File: src/rtl/lcd_pkg.sv
// Shared definitions for the HD44780 character LCD read and write paths.
package lcd_pkg;

    typedef enum logic [2:0] {
        ST_IDLE,
        ST_SETUP,
        ST_EN_HI,
        ST_HOLD,
        ST_RECOVER,
        ST_DONE
    } lcd_state_e;

    localparam logic LCD_RS_CMD  = 1'b0;
    localparam logic LCD_RS_DATA = 1'b1;
    localparam int   BF_BIT      = 7;

    // Default bus timing in 50 MHz clock cycles.
    localparam int DEF_T_SETUP    = 2;
    localparam int DEF_T_EN_HI    = 25;
    localparam int DEF_T_HOLD     = 1;
    localparam int DEF_T_RECOVER  = 25;
    localparam int DEF_POLL_LIMIT = 50000;

    function automatic int cntWidth(input int maxValue);
        return (maxValue > 1) ? $clog2(maxValue) : 1;
    endfunction

    function automatic int max4(input int a, input int b, input int c, input int d);
        int m;
        m = a;
        if (b > m) m = b;
        if (c > m) m = c;
        if (d > m) m = d;
        return m;
    endfunction

endpackage

File: src/rtl/lcd_timer.sv
// Loadable down-counter with a zero flag; paces every LCD bus phase.
module lcd_timer
#(
    parameter int WIDTH = 5
) (
    input  logic             clk_i,
    input  logic             reset_i,
    input  logic             load_i,
    input  logic [WIDTH-1:0] value_i,
    output logic             zero_o
);

    logic [WIDTH-1:0] count_q;

    // Saturates at zero so a state that lingers never wraps around.
    always_ff @(posedge clk_i) begin
        if (reset_i) begin
            count_q <= '0;
        end else if (load_i) begin
            count_q <= value_i;
        end else if (count_q != '0) begin
            count_q <= count_q - WIDTH'(1);
        end
    end

    assign zero_o = (count_q == '0);

endmodule

File: src/rtl/lcd_reader.sv
// HD44780 read-cycle engine: busy-flag/address or data reads, with optional
// busy-flag polling that gives up after POLL_LIMIT reads.
module lcd_reader
    import lcd_pkg::*;
#(
    parameter int T_SETUP    = DEF_T_SETUP,
    parameter int T_EN_HI    = DEF_T_EN_HI,
    parameter int T_HOLD     = DEF_T_HOLD,
    parameter int T_RECOVER  = DEF_T_RECOVER,
    parameter int POLL_LIMIT = DEF_POLL_LIMIT
) (
    input  logic       CLOCK_50,
    input  logic       RESET,
    input  logic       rd_req,
    input  logic       rd_rs,
    input  logic       rd_poll,
    output logic       rd_ready,
    output logic       rd_valid,
    output logic [7:0] rd_data,
    output logic       rd_busy,
    output logic [6:0] rd_addr,
    output logic       rd_timeout,
    input  logic [7:0] LCD_DATA_IN,
    output logic       LCD_RW,
    output logic       LCD_RS,
    output logic       LCD_EN
);

    localparam int CW = cntWidth(max4(T_SETUP, T_EN_HI, T_HOLD, T_RECOVER));
    localparam int PW = cntWidth(POLL_LIMIT);

    if (T_SETUP < 1 || T_EN_HI < 1 || T_HOLD < 1 || T_RECOVER < 1 || POLL_LIMIT < 1) begin : gBadParam
        $error("lcd_reader: timing parameters and POLL_LIMIT must be at least 1");
    end

    lcd_state_e      state_q;
    logic            lcdEn_q, lcdRw_q, lcdRs_q, pollMode_q;
    logic [PW-1:0]   pollCnt_q;
    logic [7:0]      sample_q, rdData_q;
    logic [6:0]      rdAddr_q;
    logic            rdBusy_q, rdValid_q, rdTimeout_q, rdReady_q;

    logic            accept, stillBusy, pollAgain;
    logic            timerLoad, timerZero;
    logic [CW-1:0]   timerValue;

    assign accept    = rd_req & rdReady_q;
    assign stillBusy = pollMode_q & sample_q[BF_BIT];
    assign pollAgain = stillBusy & (pollCnt_q != '0);

    // Reload the timer with the length of whichever state is entered next.
    always_comb begin
        timerLoad  = (state_q == ST_IDLE) ? accept : timerZero;
        timerValue = '0;
        case (state_q)
            ST_IDLE:    timerValue = CW'(T_SETUP - 1);
            ST_SETUP:   timerValue = CW'(T_EN_HI - 1);
            ST_EN_HI:   timerValue = CW'(T_HOLD - 1);
            ST_HOLD:    timerValue = CW'(T_RECOVER - 1);
            ST_RECOVER: if (pollAgain) timerValue = CW'(T_SETUP - 1);
            default:    ;
        endcase
    end

    lcd_timer #(.WIDTH(CW)) uTimer (
        .clk_i   (CLOCK_50),
        .reset_i (RESET),
        .load_i  (timerLoad),
        .value_i (timerValue),
        .zero_o  (timerZero)
    );

    always_ff @(posedge CLOCK_50) begin
        if (RESET) begin
            state_q     <= ST_IDLE;
            lcdEn_q     <= 1'b0;
            lcdRw_q     <= 1'b0;
            lcdRs_q     <= 1'b0;
            pollMode_q  <= 1'b0;
            pollCnt_q   <= '0;
            sample_q    <= '0;
            rdData_q    <= '0;
            rdAddr_q    <= '0;
            rdBusy_q    <= 1'b0;
            rdValid_q   <= 1'b0;
            rdTimeout_q <= 1'b0;
            rdReady_q   <= 1'b1;
        end else begin
            rdValid_q <= 1'b0;
            case (state_q)
                ST_IDLE: begin
                    if (accept) begin
                        lcdRs_q     <= rd_rs;
                        pollMode_q  <= rd_poll & (rd_rs == LCD_RS_CMD);
                        pollCnt_q   <= PW'(POLL_LIMIT - 1);
                        rdTimeout_q <= 1'b0;
                        rdReady_q   <= 1'b0;
                        lcdRw_q     <= 1'b1;
                        state_q     <= ST_SETUP;
                    end
                end
                ST_SETUP: begin
                    if (timerZero) begin
                        lcdEn_q <= 1'b1;
                        state_q <= ST_EN_HI;
                    end
                end
                ST_EN_HI: begin
                    if (timerZero) begin
                        lcdEn_q  <= 1'b0;
                        sample_q <= LCD_DATA_IN;
                        state_q  <= ST_HOLD;
                    end
                end
                ST_HOLD: begin
                    if (timerZero) begin
                        lcdRw_q <= 1'b0;
                        state_q <= ST_RECOVER;
                    end
                end
                ST_RECOVER: begin
                    if (timerZero) begin
                        if (pollAgain) begin
                            pollCnt_q <= pollCnt_q - PW'(1);
                            lcdRw_q   <= 1'b1;
                            state_q   <= ST_SETUP;
                        end else begin
                            rdTimeout_q <= stillBusy;
                            rdData_q    <= sample_q;
                            rdBusy_q    <= (lcdRs_q == LCD_RS_DATA) ? 1'b0 : sample_q[BF_BIT];
                            rdAddr_q    <= (lcdRs_q == LCD_RS_DATA) ? 7'd0 : sample_q[6:0];
                            rdValid_q   <= 1'b1;
                            state_q     <= ST_DONE;
                        end
                    end
                end
                ST_DONE: begin
                    rdReady_q <= 1'b1;
                    state_q   <= ST_IDLE;
                end
                default: state_q <= ST_IDLE;
            endcase
        end
    end

    assign rd_ready   = rdReady_q;
    assign rd_valid   = rdValid_q;
    assign rd_data    = rdData_q;
    assign rd_busy    = rdBusy_q;
    assign rd_addr    = rdAddr_q;
    assign rd_timeout = rdTimeout_q;
    assign LCD_RW     = lcdRw_q;
    assign LCD_RS     = lcdRs_q;
    assign LCD_EN     = lcdEn_q;

endmodule
File: config.mk
export PLATFORM = sky130hd
export DESIGN_NAME = lcd_reader
export DESIGN_NICKNAME = d
export VERILOG_FILES = /design/src/rtl/lcd_pkg.sv /design/src/rtl/lcd_timer.sv /design/src/rtl/lcd_reader.sv
export SDC_FILE = /design/constraint.sdc
export NUM_CORES = 1
export LEC_CHECK = 0
export ABC_AREA = 1
export BUFFER_PORTS_ARGS = -buffer_cell sky130_fd_sc_hd__buf_4
export CORE_ASPECT_RATIO = 1.1
export CORE_UTILIZATION = 42
export DETAILED_ROUTE_END_ITERATION = 6
export HOLD_SLACK_MARGIN = 0.02
export MAX_ROUTING_LAYER = met4
export PLACE_DENSITY_LB_ADDON = 0.25
export SYNTH_ARGS = -nofsm -noshare
export SYNTH_HDL_FRONTEND = slang
export SYNTH_SLANG_ARGS = --single-unit
File: constraint.sdc
create_clock -name CLOCK_50 -period 2.4 [get_ports CLOCK_50]
set_input_delay 0.12 -clock CLOCK_50 [delete_from_list [all_inputs] [get_ports CLOCK_50]]
set_output_delay 0.12 -clock CLOCK_50 [all_outputs]
set_load 0.05 [all_outputs]
==> flow_summary.json <==
{
  "status": "completed",
  "clk_pin_slew_worst_paths_ns": 0.11,
  "synth_cells": 395,
  "die_area_um2": 7300,
  "clock_path_buffers": 2,
  "grt_pass1_vias": 2386,
  "dp_cells": 496,
  "first_pass_iters": 6,
  "die_x_um": 81.5,
  "finalMaxSlewViolations": 0,
  "min_to": "pollMode_q",
  "cts_root_buf": "clkbuf_8",
  "fin_tns_setup_ns": 0,
  "finalCritPeriodShare_pct": 78.8,
  "powerDensity_nw_per_um2": 1260,
  "syn_nets": 410,
  "r2r-start": "pollCnt_q[0]",
  "cts_buffers": 5,
  "critical_path_class": "reg2reg",
  "grt_antenna_before_repair": 0,
  "drt_iter0_drc": 129,
  "whs_path_depth": 3,
  "grt_first_pass_wirelength_um": 10900,
  "yosys.area.top_type": "dfxtp_1",
  "cts_hold_buffers": 0,
  "port_buffers": 34,
  "num_io_pins": 35,
  "irDropWorstVdd_uv": 864,
  "rsz0062_at_grt": "no",
  "seqCellArea_um2": 1100,
  "final_layout_size_suffix_gt1_share_pct": 20.4,
  "die_y_um": 89.5,
  "final_nets": 436,
  "place_ws_ns": 0.521,
  "finalWorstSetupSlack_ns": 0.508,
  "drc": 0,
  "cts_sinks": 55,
  "area_delta_synth_final_pct": 12.2,
  "yosysSeqAreaShare_pct": 37.7,
  "fill_cells": 652,
  "post_cts_buffers": 0,
  "worstPathArrival_ns": 2.08,
  "hold_start": "rd_poll",
  "cp_common_cell": "nand3_4",
  "power_uw": 4120,
  "cp_top_family": "simple AND/OR/NAND/NOR gates",
  "fin_cells": 504,
  "critPathSlowestCell": "dfxtp_1",
  "synth_seq_cells": 55,
  "final.min_clock_period_ns": 1.89,
  "p_leak_uw": 0.00131,
  "initial_core_util_pct": 43.8,
  "critPathMaxFanout": 18,
  "yosys_warnings": 0,
  "clk_latency_ns": 0.31,
  "routabilityCongestion": 0.868,
  "finish.utilization_pct": 49.1,
  "vias": 2592,
  "grt_use_total_pct": 19.7,
  "required_ns": 2.58,
  "reg2reg_depth": 9,
  "critPathCaptureType": "register",
  "cpPeakStageDelay_ns": 0.34,
  "crit_buf_inv": 1,
  "viasPerCell": 5.14,
  "r2r-end": "rd_data[1]",
  "n_antenna_cell": 0,
  "startpoint_type": "register",
  "max_freq_mhz": 529,
  "worstMarginPinSlew_ns": 0.521,
  "htree_levels": 2,
  "ant_nets": 0,
  "grt_max_degree": 41,
  "cts_tree": "yes",
  "multi_input_area_um2": 1590,
  "synth_area_um2": 2920,
  "rows": 31,
  "layout_commonest_cell": "nand2_1",
  "ys_types": 44,
  "dp_hpwl_um": 4520,
  "maxCapViolCount": 0,
  "finalWirelength_um": 6540,
  "cp_cell_sequence": "inv_1, ha_1, nand2_2, nor2_2, nand2_4, nand3_4, nand3_4, nand2_1, a21oi_1",
  "relSlewSlack_pct": 65.2,
  "synth_top_area_share_pct": 37.7,
  "core_um2": 6670,
  "wire_per_inst_um": 13.0,
  "grt_remaining_overflow": 0,
  "final_cell_mix": "93 x nand2_1, 55 x dfxtp_1, 50 x nor2_1",
  "hp-class": "in2reg",
  "finalSetupViolCount": 0,
  "finClkSkew_ns": 0.0139,
  "hold_violations": 0,
  "synthTopCellsByArea": "dfxtp_1 38%, nand2_1 12%, nor2_1 6.4%",
  "syn_area_per_cell_um2": 7.40,
  "reg2reg_slack_ns": 0.51,
  "cts.repair.resized": 0
}
[tightest hold or removal path: cells and delay by family]
family | cells | cell delay, ns
AO/OA/AOI/OAI | 1 | 0.05
buffers and inverters | 1 | 0.11
AND/OR/NAND/NOR | 1 | 0.06
[final cells by class]
type	count	share of cell area, %
inverters	33	4.16
repair buffers	34	7.79
well taps	82	3.13
clock buffers	5	2.10
clock inverters	3	0.802
multi-input cells	292	48.4
flip-flops and latches	55	33.6
[worst max-delay path by stage]
stage	startpoint	to	slack (ns)	cells past startpoint
finish	pollCnt_q[0]	rd_data[1]	0.51	9
global route	pollCnt_q[0]	rd_addr[5]	0.34	9
CTS	pollCnt_q[0]	rd_data[1]	0.50	9
detailed placement	pollCnt_q[0]	rd_data[1]	0.52	9
global placement	pollCnt_q[0]	rd_data[4]	0.59	9
floorplan	pollCnt_q[0]	rd_addr[2]	0.74	10
[cells in the mapped netlist]
cell	n
nand3b_2	1
o21ai_1	1
clkinv_4	1
nand3_2	1
buf_12	1
clkbuf_1	4
nand4_1	18
nor3_2	2
a21oi_1	37
inv_4	1
xnor2_1	3
nand2_2	9
buf_4	1
buf_6	1
xor2_1	2
nand2_1	93
inv_2	2
o21ai_0	12
nor4_1	1
nand3b_1	3
nor3_1	5
nand3_4	2
a21oi_4	1
a211oi_1	1
inv_1	28
nor2_2	2
o311ai_0	1
ha_1	2
o21a_1	1
or2_2	1
a21oi_2	9
nand2_4	3
buf_2	6
inv_6	1
buf_1	1
a31oi_1	1
dlygate4sd3_1	1
o21bai_1	1
nor2_4	2
nand2_8	5
nand3_1	21
dfxtp_1	55
nor2_1	50
nor2_8	1
[power breakdown]
group	switching, µW	internal (µW)
logic	1570	727
registers	190	1090
clock network	324	216
total	2090	2030
[sequential cells by signal (all words and copies together) (netlist names)]
signal,count
state_q,3
LCD_RW,1
pollMode_q,1
sample_q,8
LCD_RS,1
rd_valid,1
rd_data,8
pollCnt_q,16
LCD_EN,1
rd_busy,1
rd_addr,7
uTimer.count_q,5
rd_timeout,1
rd_ready,1
[cells by family after synthesis]
logic type / synth area share [%]
AO/OA/AOI/OAI: 13.1
XOR/XNOR: 1.50
buffers and inverters: 8.01
adder cells (fa/ha/maj): 0.856
AND/OR/NAND/NOR: 38.9
flip-flops: 37.7
[layer usage]
metal	part of all wire, %	track usage, %	vias to the layer above
met4	0.96	5.84	0
li1	-	-	1351
met5	0	-	-
met3	2.7	3.06	6
met1	48	23.9	1191
met2	48	33.3	44
[through the flow]
stage	area (µm²)	hold WS (ns)
6_report	3280	0.0682
5_1_grt	3280	0.0695
4_1_cts	3280	0.0618
3_5_place_dp	3180	0.401
3_3_place_gp	3180	0.384
2_1_floorplan	2920	0.263
Note: power is estimated with default switching activity, not from simulation.
